`config.mk`:
```
export PLATFORM = sky130hd
export DESIGN_NAME = note_sequencer
export DESIGN_NICKNAME = d
export VERILOG_FILES = /design/src/rtl/note_sequencer.sv
export SDC_FILE = /design/constraint.sdc
export NUM_CORES = 1
export LEC_CHECK = 0
export ABC_AREA = 1
export CAP_MARGIN = 20
export CORE_AREA = 2 2 70 72
export CTS_CLUSTER_SIZE = 24
export DETAILED_ROUTE_END_ITERATION = 7
export DIE_AREA = 0 0 72 74
export PLACE_DENSITY = 0.73
export SETUP_SLACK_MARGIN = 0.5
export SYNTH_ARGS = -nofsm -noshare
export SYNTH_HDL_FRONTEND = slang
export SYNTH_SLANG_ARGS = --single-unit
```
`constraint.sdc`:
```
create_clock -name clk -period 2.4 [get_ports clk]
set_input_delay 0.48 -clock clk [delete_from_list [all_inputs] [get_ports clk]]
set_output_delay 0.48 -clock clk [all_outputs]
set_load 0.05 [all_outputs]
```
`src/rtl/note_sequencer.sv`:
```
// note_sequencer: plays songs from an internal ROM as a stream of note codes.
// Each ROM entry is {dur[1:0], note[NOTE_W-1:0]} and lasts (dur+1) beats.
// A note code of 0 is a rest. An all-ones note code is the end-of-song marker.
// Optional feature: define NOTE_SEQ_GAP_EN to silence the last GAP_TICKS
// cycles of every entry as an articulation gap.
module note_sequencer #(
    parameter int unsigned NOTE_W         = 4,
    parameter int unsigned SONG_CNT       = 4,
    parameter int unsigned SONG_LEN       = 32,
    parameter int unsigned TICKS_PER_BEAT = 25_000_000,
    parameter int unsigned GAP_TICKS      = 2_000_000
) (
    input  logic                                              clk,
    input  logic                                              rst,
    input  logic [((SONG_CNT > 1) ? $clog2(SONG_CNT) : 1)-1:0] song_select,
    input  logic                                              start,
    input  logic                                              pause,
    input  logic                                              stop,
    input  logic                                              loop_en,
    output logic [NOTE_W-1:0]                                 current_note,
    output logic [((SONG_LEN > 1) ? $clog2(SONG_LEN) : 1)-1:0] note_index,
    output logic                                              playing,
    output logic                                              song_done
);

    localparam int unsigned SEL_W  = (SONG_CNT > 1) ? $clog2(SONG_CNT) : 1;
    localparam int unsigned IDX_W  = (SONG_LEN > 1) ? $clog2(SONG_LEN) : 1;
    localparam int unsigned TICK_W = (TICKS_PER_BEAT > 1) ? $clog2(TICKS_PER_BEAT) : 1;

    localparam logic [NOTE_W-1:0] END_MARK = '1;
    // ORing this into an entry forces the duration bits, so a compare checks the note field only
    localparam logic [NOTE_W+1:0] DUR_MASK = {2'b11, {NOTE_W{1'b0}}};
    localparam logic [NOTE_W+1:0] MARK_ENT = {2'b11, END_MARK};
    localparam logic [TICK_W-1:0] TICK_MAX = TICK_W'(TICKS_PER_BEAT - 1);
    localparam logic [IDX_W-1:0]  IDX_MAX  = IDX_W'(SONG_LEN - 1);
`ifdef NOTE_SEQ_GAP_EN
    localparam logic [TICK_W-1:0] GAP_START = TICK_W'(TICKS_PER_BEAT - GAP_TICKS);
`endif

    typedef enum logic [1:0] {
        StIdle,
        StPlay,
        StPause
    } state_t;

    // Song ROM; any entry not listed reads as an end marker
    function automatic logic [NOTE_W+1:0] rom_entry(input logic [SEL_W-1:0] song,
                                                    input logic [IDX_W-1:0] idx);
        logic [NOTE_W-1:0] n;
        logic [1:0]        d;
        n = '1;
        d = 2'd0;
        case (int'(song))
            0: begin
                case (int'(idx))
                    0, 1:    n = NOTE_W'(1);
                    2, 3:    n = NOTE_W'(5);
                    4, 5:    n = NOTE_W'(6);
                    6:       begin n = NOTE_W'(5); d = 2'd1; end
                    default: ;
                endcase
            end
            1: begin
                // ascending scale do..ti, one beat each
                if (int'(idx) < 7) n = NOTE_W'(int'(idx) + 1);
            end
            3: begin
                // fills every slot, so it ends by running off the last index
                case (int'(idx))
                    0:       n = NOTE_W'(2);
                    1:       begin n = NOTE_W'(3); d = 2'd1; end
                    2:       n = NOTE_W'(4);
                    3:       begin n = NOTE_W'(5); d = 2'd2; end
                    4:       n = NOTE_W'(6);
                    5:       n = NOTE_W'(7);
                    6:       begin n = NOTE_W'(1); d = 2'd3; end
                    7:       n = NOTE_W'(2);
                    default: ;
                endcase
            end
            default: ;  // song 2 and above: marker at entry 0
        endcase
        return {d, n};
    endfunction

    state_t             r_state, w_state_nx;
    logic [SEL_W-1:0]   r_song, w_song_nx;
    logic [IDX_W-1:0]   r_idx, w_idx_nx;
    logic [TICK_W-1:0]  r_tick, w_tick_nx;
    logic [1:0]         r_beat, w_beat_nx;
    logic               r_done, w_done_nx;

    logic [NOTE_W+1:0]  w_cur_entry;
    logic [NOTE_W+1:0]  w_next_entry;
    logic [NOTE_W+1:0]  w_first_entry;
    logic [NOTE_W-1:0]  w_cur_note;
    logic [1:0]         w_cur_dur;
    logic               w_entry_end;
    logic               w_song_end;
    logic               w_first_mark;
    logic               w_gap;

    assign w_cur_entry   = rom_entry(r_song, r_idx);
    assign w_next_entry  = rom_entry(r_song, r_idx + 1'b1);
    assign w_first_entry = rom_entry(song_select, '0);
    assign w_cur_note    = w_cur_entry[NOTE_W-1:0];
    assign w_cur_dur     = w_cur_entry[NOTE_W+1:NOTE_W];
    assign w_entry_end   = (r_tick == TICK_MAX) && (r_beat == w_cur_dur);
    // Look ahead so the marker entry is never entered and never shown
    assign w_song_end    = (r_idx == IDX_MAX) || ((w_next_entry | DUR_MASK) == MARK_ENT);
    assign w_first_mark  = ((w_first_entry | DUR_MASK) == MARK_ENT);

`ifdef NOTE_SEQ_GAP_EN
    assign w_gap = (r_beat == w_cur_dur) && (r_tick >= GAP_START);
`else
    assign w_gap = 1'b0;
`endif

    // Next-state: command decode (stop > start > pause), beat counting and song advance
    always_comb begin
        w_state_nx = r_state;
        w_song_nx  = r_song;
        w_idx_nx   = r_idx;
        w_tick_nx  = r_tick;
        w_beat_nx  = r_beat;
        w_done_nx  = 1'b0;
        if (stop) begin
            w_state_nx = StIdle;
            w_idx_nx   = '0;
            w_tick_nx  = '0;
            w_beat_nx  = '0;
        end else begin
            unique case (r_state)
                StIdle: begin
                    if (start) begin
                        w_song_nx = song_select;
                        w_idx_nx  = '0;
                        w_tick_nx = '0;
                        w_beat_nx = '0;
                        if (w_first_mark) begin
                            w_done_nx = 1'b1;
                        end else begin
                            w_state_nx = StPlay;
                        end
                    end
                end
                StPlay: begin
                    if (w_entry_end) begin
                        w_tick_nx = '0;
                        w_beat_nx = '0;
                        if (w_song_end) begin
                            w_done_nx = 1'b1;
                            w_idx_nx  = '0;
                            if (!loop_en) w_state_nx = StIdle;
                        end else begin
                            w_idx_nx = r_idx + 1'b1;
                        end
                    end else if (r_tick == TICK_MAX) begin
                        w_tick_nx = '0;
                        w_beat_nx = r_beat + 2'd1;
                    end else begin
                        w_tick_nx = r_tick + 1'b1;
                    end
                    // the cycle that samples pause still counts as played
                    if (pause && (w_state_nx == StPlay)) w_state_nx = StPause;
                end
                StPause: begin
                    if (start) w_state_nx = StPlay;
                end
                default: w_state_nx = StIdle;
            endcase
        end
    end

    // State and counter registers with asynchronous reset
    always_ff @(posedge clk or posedge rst) begin
        if (rst) begin
            r_state <= StIdle;
            r_song  <= '0;
            r_idx   <= '0;
            r_tick  <= '0;
            r_beat  <= '0;
            r_done  <= 1'b0;
        end else begin
            r_state <= w_state_nx;
            r_song  <= w_song_nx;
            r_idx   <= w_idx_nx;
            r_tick  <= w_tick_nx;
            r_beat  <= w_beat_nx;
            r_done  <= w_done_nx;
        end
    end

    // Outputs decode straight from state so reset silences them without waiting for an edge
    always_comb begin
        playing      = (r_state == StPlay);
        current_note = '0;
        if (playing && !w_gap) current_note = w_cur_note;
        note_index   = r_idx;
        song_done    = r_done;
    end

endmodule

```
# After elaboration in Yosys (flattened, before gate mapping)

Cells that the tools add are included.

$add $sub $neg: 5
Bitwise gates (word level): 1
Equality and inequality tests: 31
$lt $le $gt $ge: 2
Reductions and logical operators: 23
Multiplexer cells: 45

Operator list:

| operator                                                   | number |
|---|---|
| 2-to-1 mux 25 bit                                          | 4 |
| one-hot mux 4 bit (7 select lines)                         | 2 |
| one-hot mux 25 bit (2 select lines)                        | 1 |
| one-hot mux 4 bit (3 select lines)                         | 4 |
| equality test 5 x 3 -> 1 bit, second input constant        | 8 |
| 2-to-1 mux 2 bit                                           | 14 |
| adder 25 x 1 -> 25 bit, second input constant              | 1 |
| equality test 25 bit, second input constant                | 1 |
| equality test 5 x 2 -> 1 bit, second input constant        | 4 |
| 2-to-1 mux 5 bit                                           | 4 |
| OR reduction 2 bit                                         | 7 |
| 2-to-1 mux 4 bit                                           | 3 |
| one-hot mux 2 bit (3 select lines)                         | 2 |
| AND reduction 3 bit                                        | 4 |
| equality test 5 x 1 -> 1 bit, second input constant        | 2 |
| logical NOT 5 bit                                          | 2 |
| less-than comparator 5 x 3 -> 1 bit, second input constant | 2 |
| one-hot mux 5 bit (2 select lines)                         | 1 |
| != test 3 bit, second input constant                       | 3 |
| adder 4 x 1 -> 4 bit, second input constant                | 2 |
| equality test 2 x 1 -> 1 bit, second input constant        | 4 |
| equality test 4 bit, second input constant                 | 2 |
| one-hot mux 2 bit (2 select lines)                         | 2 |
| one-hot mux 4 bit (2 select lines)                         | 1 |
| 16 further kinds                                           | 27 |

Register bits: 37
Word-level logic and storage cells: 113
Output and inout bits: 11
Bits of input ports: 8

# Logic depth before layout (Yosys ltp)

Depth in word-level cells: 16
Depth in mapped cells: 13
Mapped depth without buffers: 13

# Worst setup path before layout

Ideal clock, no wire load.

Path kind: reg-to-output
Start: register r_idx[0] (netlist: note_index[0])
End: output current_note[1]
Path buffers: 0
Stages on the path, launching flop included: 8
Setup slack: -551 ps
Required time: 1920 ps
Arrival: 2471 ps
Cells stage by stage: dfrtp_1 -> inv_1 -> ha_1 -> o21ai_0 -> nand2_1 -> o21ai_0 -> nand2_1 -> a41oi_1

Longest elaborated chain between the ends: 5
Elaborated cells between the ends (all ways): 19
Classes of those cells: add/sub: 1; order compare: 1; eq/ne: 7; mux: 5; reduce/logical: 5

RTL lines:

| what                                                                                            | RTL line | RTL |
|---|---|---|
| start, declared                                                                                 | 88       | `logic [IDX_W-1:0] r_idx, w_idx_nx;` |
| start signal, assigned                                                                          | 187      | `r_idx <= w_idx_nx;` |
| equality test 5 x 3 -> 1 bit, or another cell as far along                                      | 69       | `case (int'(idx))` |
| OR reduction 2 bit (no source line), or another cell as far along                               | -        |  |
| one-hot mux 4 bit (7 select lines) / one-hot mux 4 bit (3 select lines) (equally long branches) | 69, 55   |  |
| one-hot mux 4 bit (3 select lines) (*)                                                          | 53       | `case (int'(song))` |
| 2-to-1 mux 4 bit (*)                                                                            | 198      | `if (playing && !w_gap) current_note = w_cur_note;` |
| end, declared                                                                                   | 20       | `output logic [NOTE_W-1:0] current_note,` |

Mark *: on every way between the ends. The rest lies on a longest branch, timed or not.

# Final worst setup path

Start: register r_idx[1] (netlist: note_index[1])
End: output current_note[1]

The elaborated chain is that of the path after synthesis.

==> results.txt <==
Vias in the first global route -> 2251
Area after DPL -> 3038 sq um
Max FO, Critical Path -> 6
RSZ-0062 raised after global routing -> yes
Die footprint -> 5328 sq um
Final setup viols -> 4
Smallest hold slack -> 0.4916 ns
Worst-margin pin slew -> 0.5336 ns
Yosys top cell by area -> dfrtp_1
Net switching power -> 460.8 uW
Compound-cell area share of the yosys netlist -> 11.62%
Total congestion overflow -> 0
Post-DP HPWL -> 4.612 mm
Startpoint types -> register
Core ar. -> 4598 sq um
Post-Route WL -> 7.109 mm
Synth top area cells -> dfrtp_1, nand2_1, inv_1
Failing checks -> setup timing
Bufs and invs on worst path -> 2
Via count -> 2598
Area Overhead vs Synth -> 40.18%
Syn Area/Cell -> 7.087 sq um
DRC -> 0
Seq pwr share -> 42.7%
Synthesized instance count -> 363
Critical-path cell list -> ha_4, o21ai_4, nand2_2, buf_6, o21ai_2, nand2_2, a41oi_4, buf_12
Ys Warns -> 0
DR pass1 iterations -> 5
Crit path required time -> 1.92 ns
Pwr Total -> 1.530 mW
Max Root-Sink Buffers -> 2
Ports -> 19
Final Wtd Congestion -> 0.9773
Asr flop ratio synth -> 100.0%
Hold Vio Cnt, Final -> 0
Nets@finish -> 431
Design internal power -> 1.069 mW
FMAX -> 0.4024 GHz
Setup WS post-layout -> -0.08512 ns
Area share of the largest cell type after synthesis -> 35.99%
Mux contribution to synthesized area -> 0%
Clock transition at the registers of the reported paths -> 0.07 ns
Ys flop type -> dfrtp_1
Initial Utilization -> 55.95%
GRT Overall Usage -> 25.20%
Root Buffer -> clkbuf_8
Synth cell types -> 39
Worst path top cell family by delay -> flip-flops
Type of the tightest min-delay check -> reg2reg
Max IR drop VDD -> 0.0004389 V
Port-buffer cells -> 18
CTS tree -> yes
Switching share of power -> 30.12%
First-pass GRT wire length -> 10.47 mm
Slowest CP cell -> dfrtp_4
Most frequent cell after synthesis -> nand2_1
Initial antenna violation count -> 0
Vias/cell -> 5.575
Critical path class -> reg2out
Most used cell, CP -> nand2_2
Final instance area -> 3606 sq um
Pre-CTS WS -> 0.1495 ns
PD cells -> 424.3 nW/um^2
Pleak -> 1.601 nW
Routed len/inst -> 15.26 um
Combinational family with the most area after synthesis -> simple AND/OR/NAND/NOR gates
Adder-cell share of the synthesized area -> 5.350%
Final TNS setup -> -0.2020 ns
Commonest cells in the synthesized netlist -> nand2_1, inv_1, nor2_1
Period minus WS final -> 2.485 ns
Post-Synth Simple-Gate Area -> 34.97%
Post-route ant nets -> 0
CTS Buf Count -> 5
Comb pwr share -> 23.1%
# diodes -> 0
Final Cycle Share -> 103.5%
DIE WIDTH -> 72 um
Clk network pwr share -> 34.2%
Layout cell share with drive strength beyond 1 -> 34.22%
Skew final -> 0.007283 ns
Clock sinks -> 37
Site Rows -> 25
Slew Limit Fails -> 0
Critical path's largest stage delay -> 0.54 ns
Crit. End Element -> output port
Seq/Total Area, Yosys -> 35.99%
Die H -> 74 um
Iter 0 DRT Violations -> 222
Arrival time worst endpoint -> 2.01 ns
Status -> finished with violations
Number of max-cap violations -> 0
H-Tree Depth -> 2
Number of flops mapped to enable cells by yosys -> 0
Pin count of the biggest net entering global routing -> 23
Synth Register Bits -> 37
Rel. slew slack -> 64.39%
Synth Area in XOR/XNOR -> 2.383%
Area of the mapped netlist -> 2572 sq um
Clock latency on the worst-skew pair -> 0.29 ns
Post-synth net total -> 382
## cells by family after synthesis
| family | Yosys count |
|---|---|
| AND/OR/NAND/NOR | 197 |
| buffers and inverters | 61 |
| AO/OA/AOI/OAI | 50 |
| flip-flops | 37 |
| adder cells (fa/ha/maj) | 11 |
| XOR/XNOR | 7 |
## cell usage in the layout (no fill, tap or decap), drive strengths merged
cell / Yosys / final
a21oi: 16 / 16
a221oi: 1 / 1
a31o: 1 / 1
a31oi: 3 / 3
a32o: 1 / 1
a41oi: 1 / 1
and3: 1 / 1
buf: 4 / 32
bufinv: 0 / 1
clkbuf: 0 / 7
clkdlybuf4s50: 0 / 6
clkinv: 0 / 1
dfrtp: 37 / 37
dlygate4sd2: 0 / 4
dlymetal6s2s: 0 / 2
ha: 11 / 11
inv: 57 / 57
nand2: 91 / 91
nand3: 29 / 29
nand4: 5 / 5
nor2: 52 / 52
nor3: 14 / 14
nor3b: 2 / 2
nor4: 2 / 2
o211ai: 1 / 1
o21a: 1 / 1
o21ai: 22 / 22
o221a: 1 / 1
o22a: 1 / 1
o31ai: 1 / 1
or2: 1 / 1
xnor2: 1 / 1
xor2: 6 / 6
## final timing paths
kind | from | end | slack, ns | cells past startpoint
hold / removal | r_state[0]$_DFFE_PP0P_ | r_state[0]$_DFFE_PP0P_ | 0.49 | 1
setup reg to reg | note_index[1]$_DFFE_PP0P_ | note_index[4]$_DFFE_PP0P_ | 0.04 | 14
hold reg to reg | r_state[0]$_DFFE_PP0P_ | r_state[0]$_DFFE_PP0P_ | 0.49 | 1
max in group asynchronous | rst | r_beat[0]$_DFFE_PP0P_ | 1.37 | 3
min in group asynchronous | rst | r_tick[7]$_DFFE_PP0P_ | 0.52 | 2
setup / recovery | note_index[1]$_DFFE_PP0P_ | current_note[1] | -0.09 | 8
## sequential cells by signal, summed over array words and instances, names as in the netlist
signal	flops
song_done	1
r_beat	2
r_song	2
r_state	2
note_index	5
r_tick	25
## worst register-to-register path, stage by stage (launching register included)
cell	delay (ns)
dfrtp_4	0.49
ha_4	0.20
nand2_4	0.07
buf_6	0.13
buf_6	0.10
buf_6	0.11
nor2_4	0.11
ha_4	0.21
inv_4	0.06
o21ai_2	0.05
nand4_1	0.13
nand3_2	0.19
nor2_4	0.19
nand2_2	0.09
o21ai_1	0.15
## final cells by class
cell class	instances	area [sq um]
Multi-Input combinational cell	265	1822
Fill cell	318	992.2
Sequential cell	37	937.1
Timing Repair Buffer	46	446.7
Inverter	57	229.0
Clock buffer	5	68.82
Tap cell	54	67.56
Clock inverter	2	35.03
## metrics by stage
| step | cells | utilization, % |
|---|---|---|
| floorplan | 363 | - |
| global placement | 437 | 66.07 |
| detailed placement | 437 | 66.07 |
| CTS | 452 | 70.45 |
| global route | 466 | 78.42 |
| finish | 466 | 78.42 |
## per-layer routing
metal / global-route usage (%) / up-vias / routed length (um)
li1: - / 1270 / -
met1: 36.70 / 1244 / 3375
met2: 39.30 / 74 / 3346
met3: 3.388 / 10 / 276
met4: 7.966 / 0 / 110
met5: 0 / - / 0
## power groups by stage
stage               combinational, mW  clock, mW  sequential (mW)
floorplan                       0.202          0            0.662
global placement                0.283          0            0.663
detailed placement              0.286          0            0.664
CTS                             0.292      0.531            0.652
global route                    0.380      0.549            0.655
finish                          0.354      0.523            0.653
## timing repair
action	in CTS	in global routing
gates resized for setup	19	72
hold buffers	0	0
setup buffers	8	14
setup endpoints to repair	24	37
pin swaps	10	35
No activity file was read; power rests on OpenSTA's default activity.
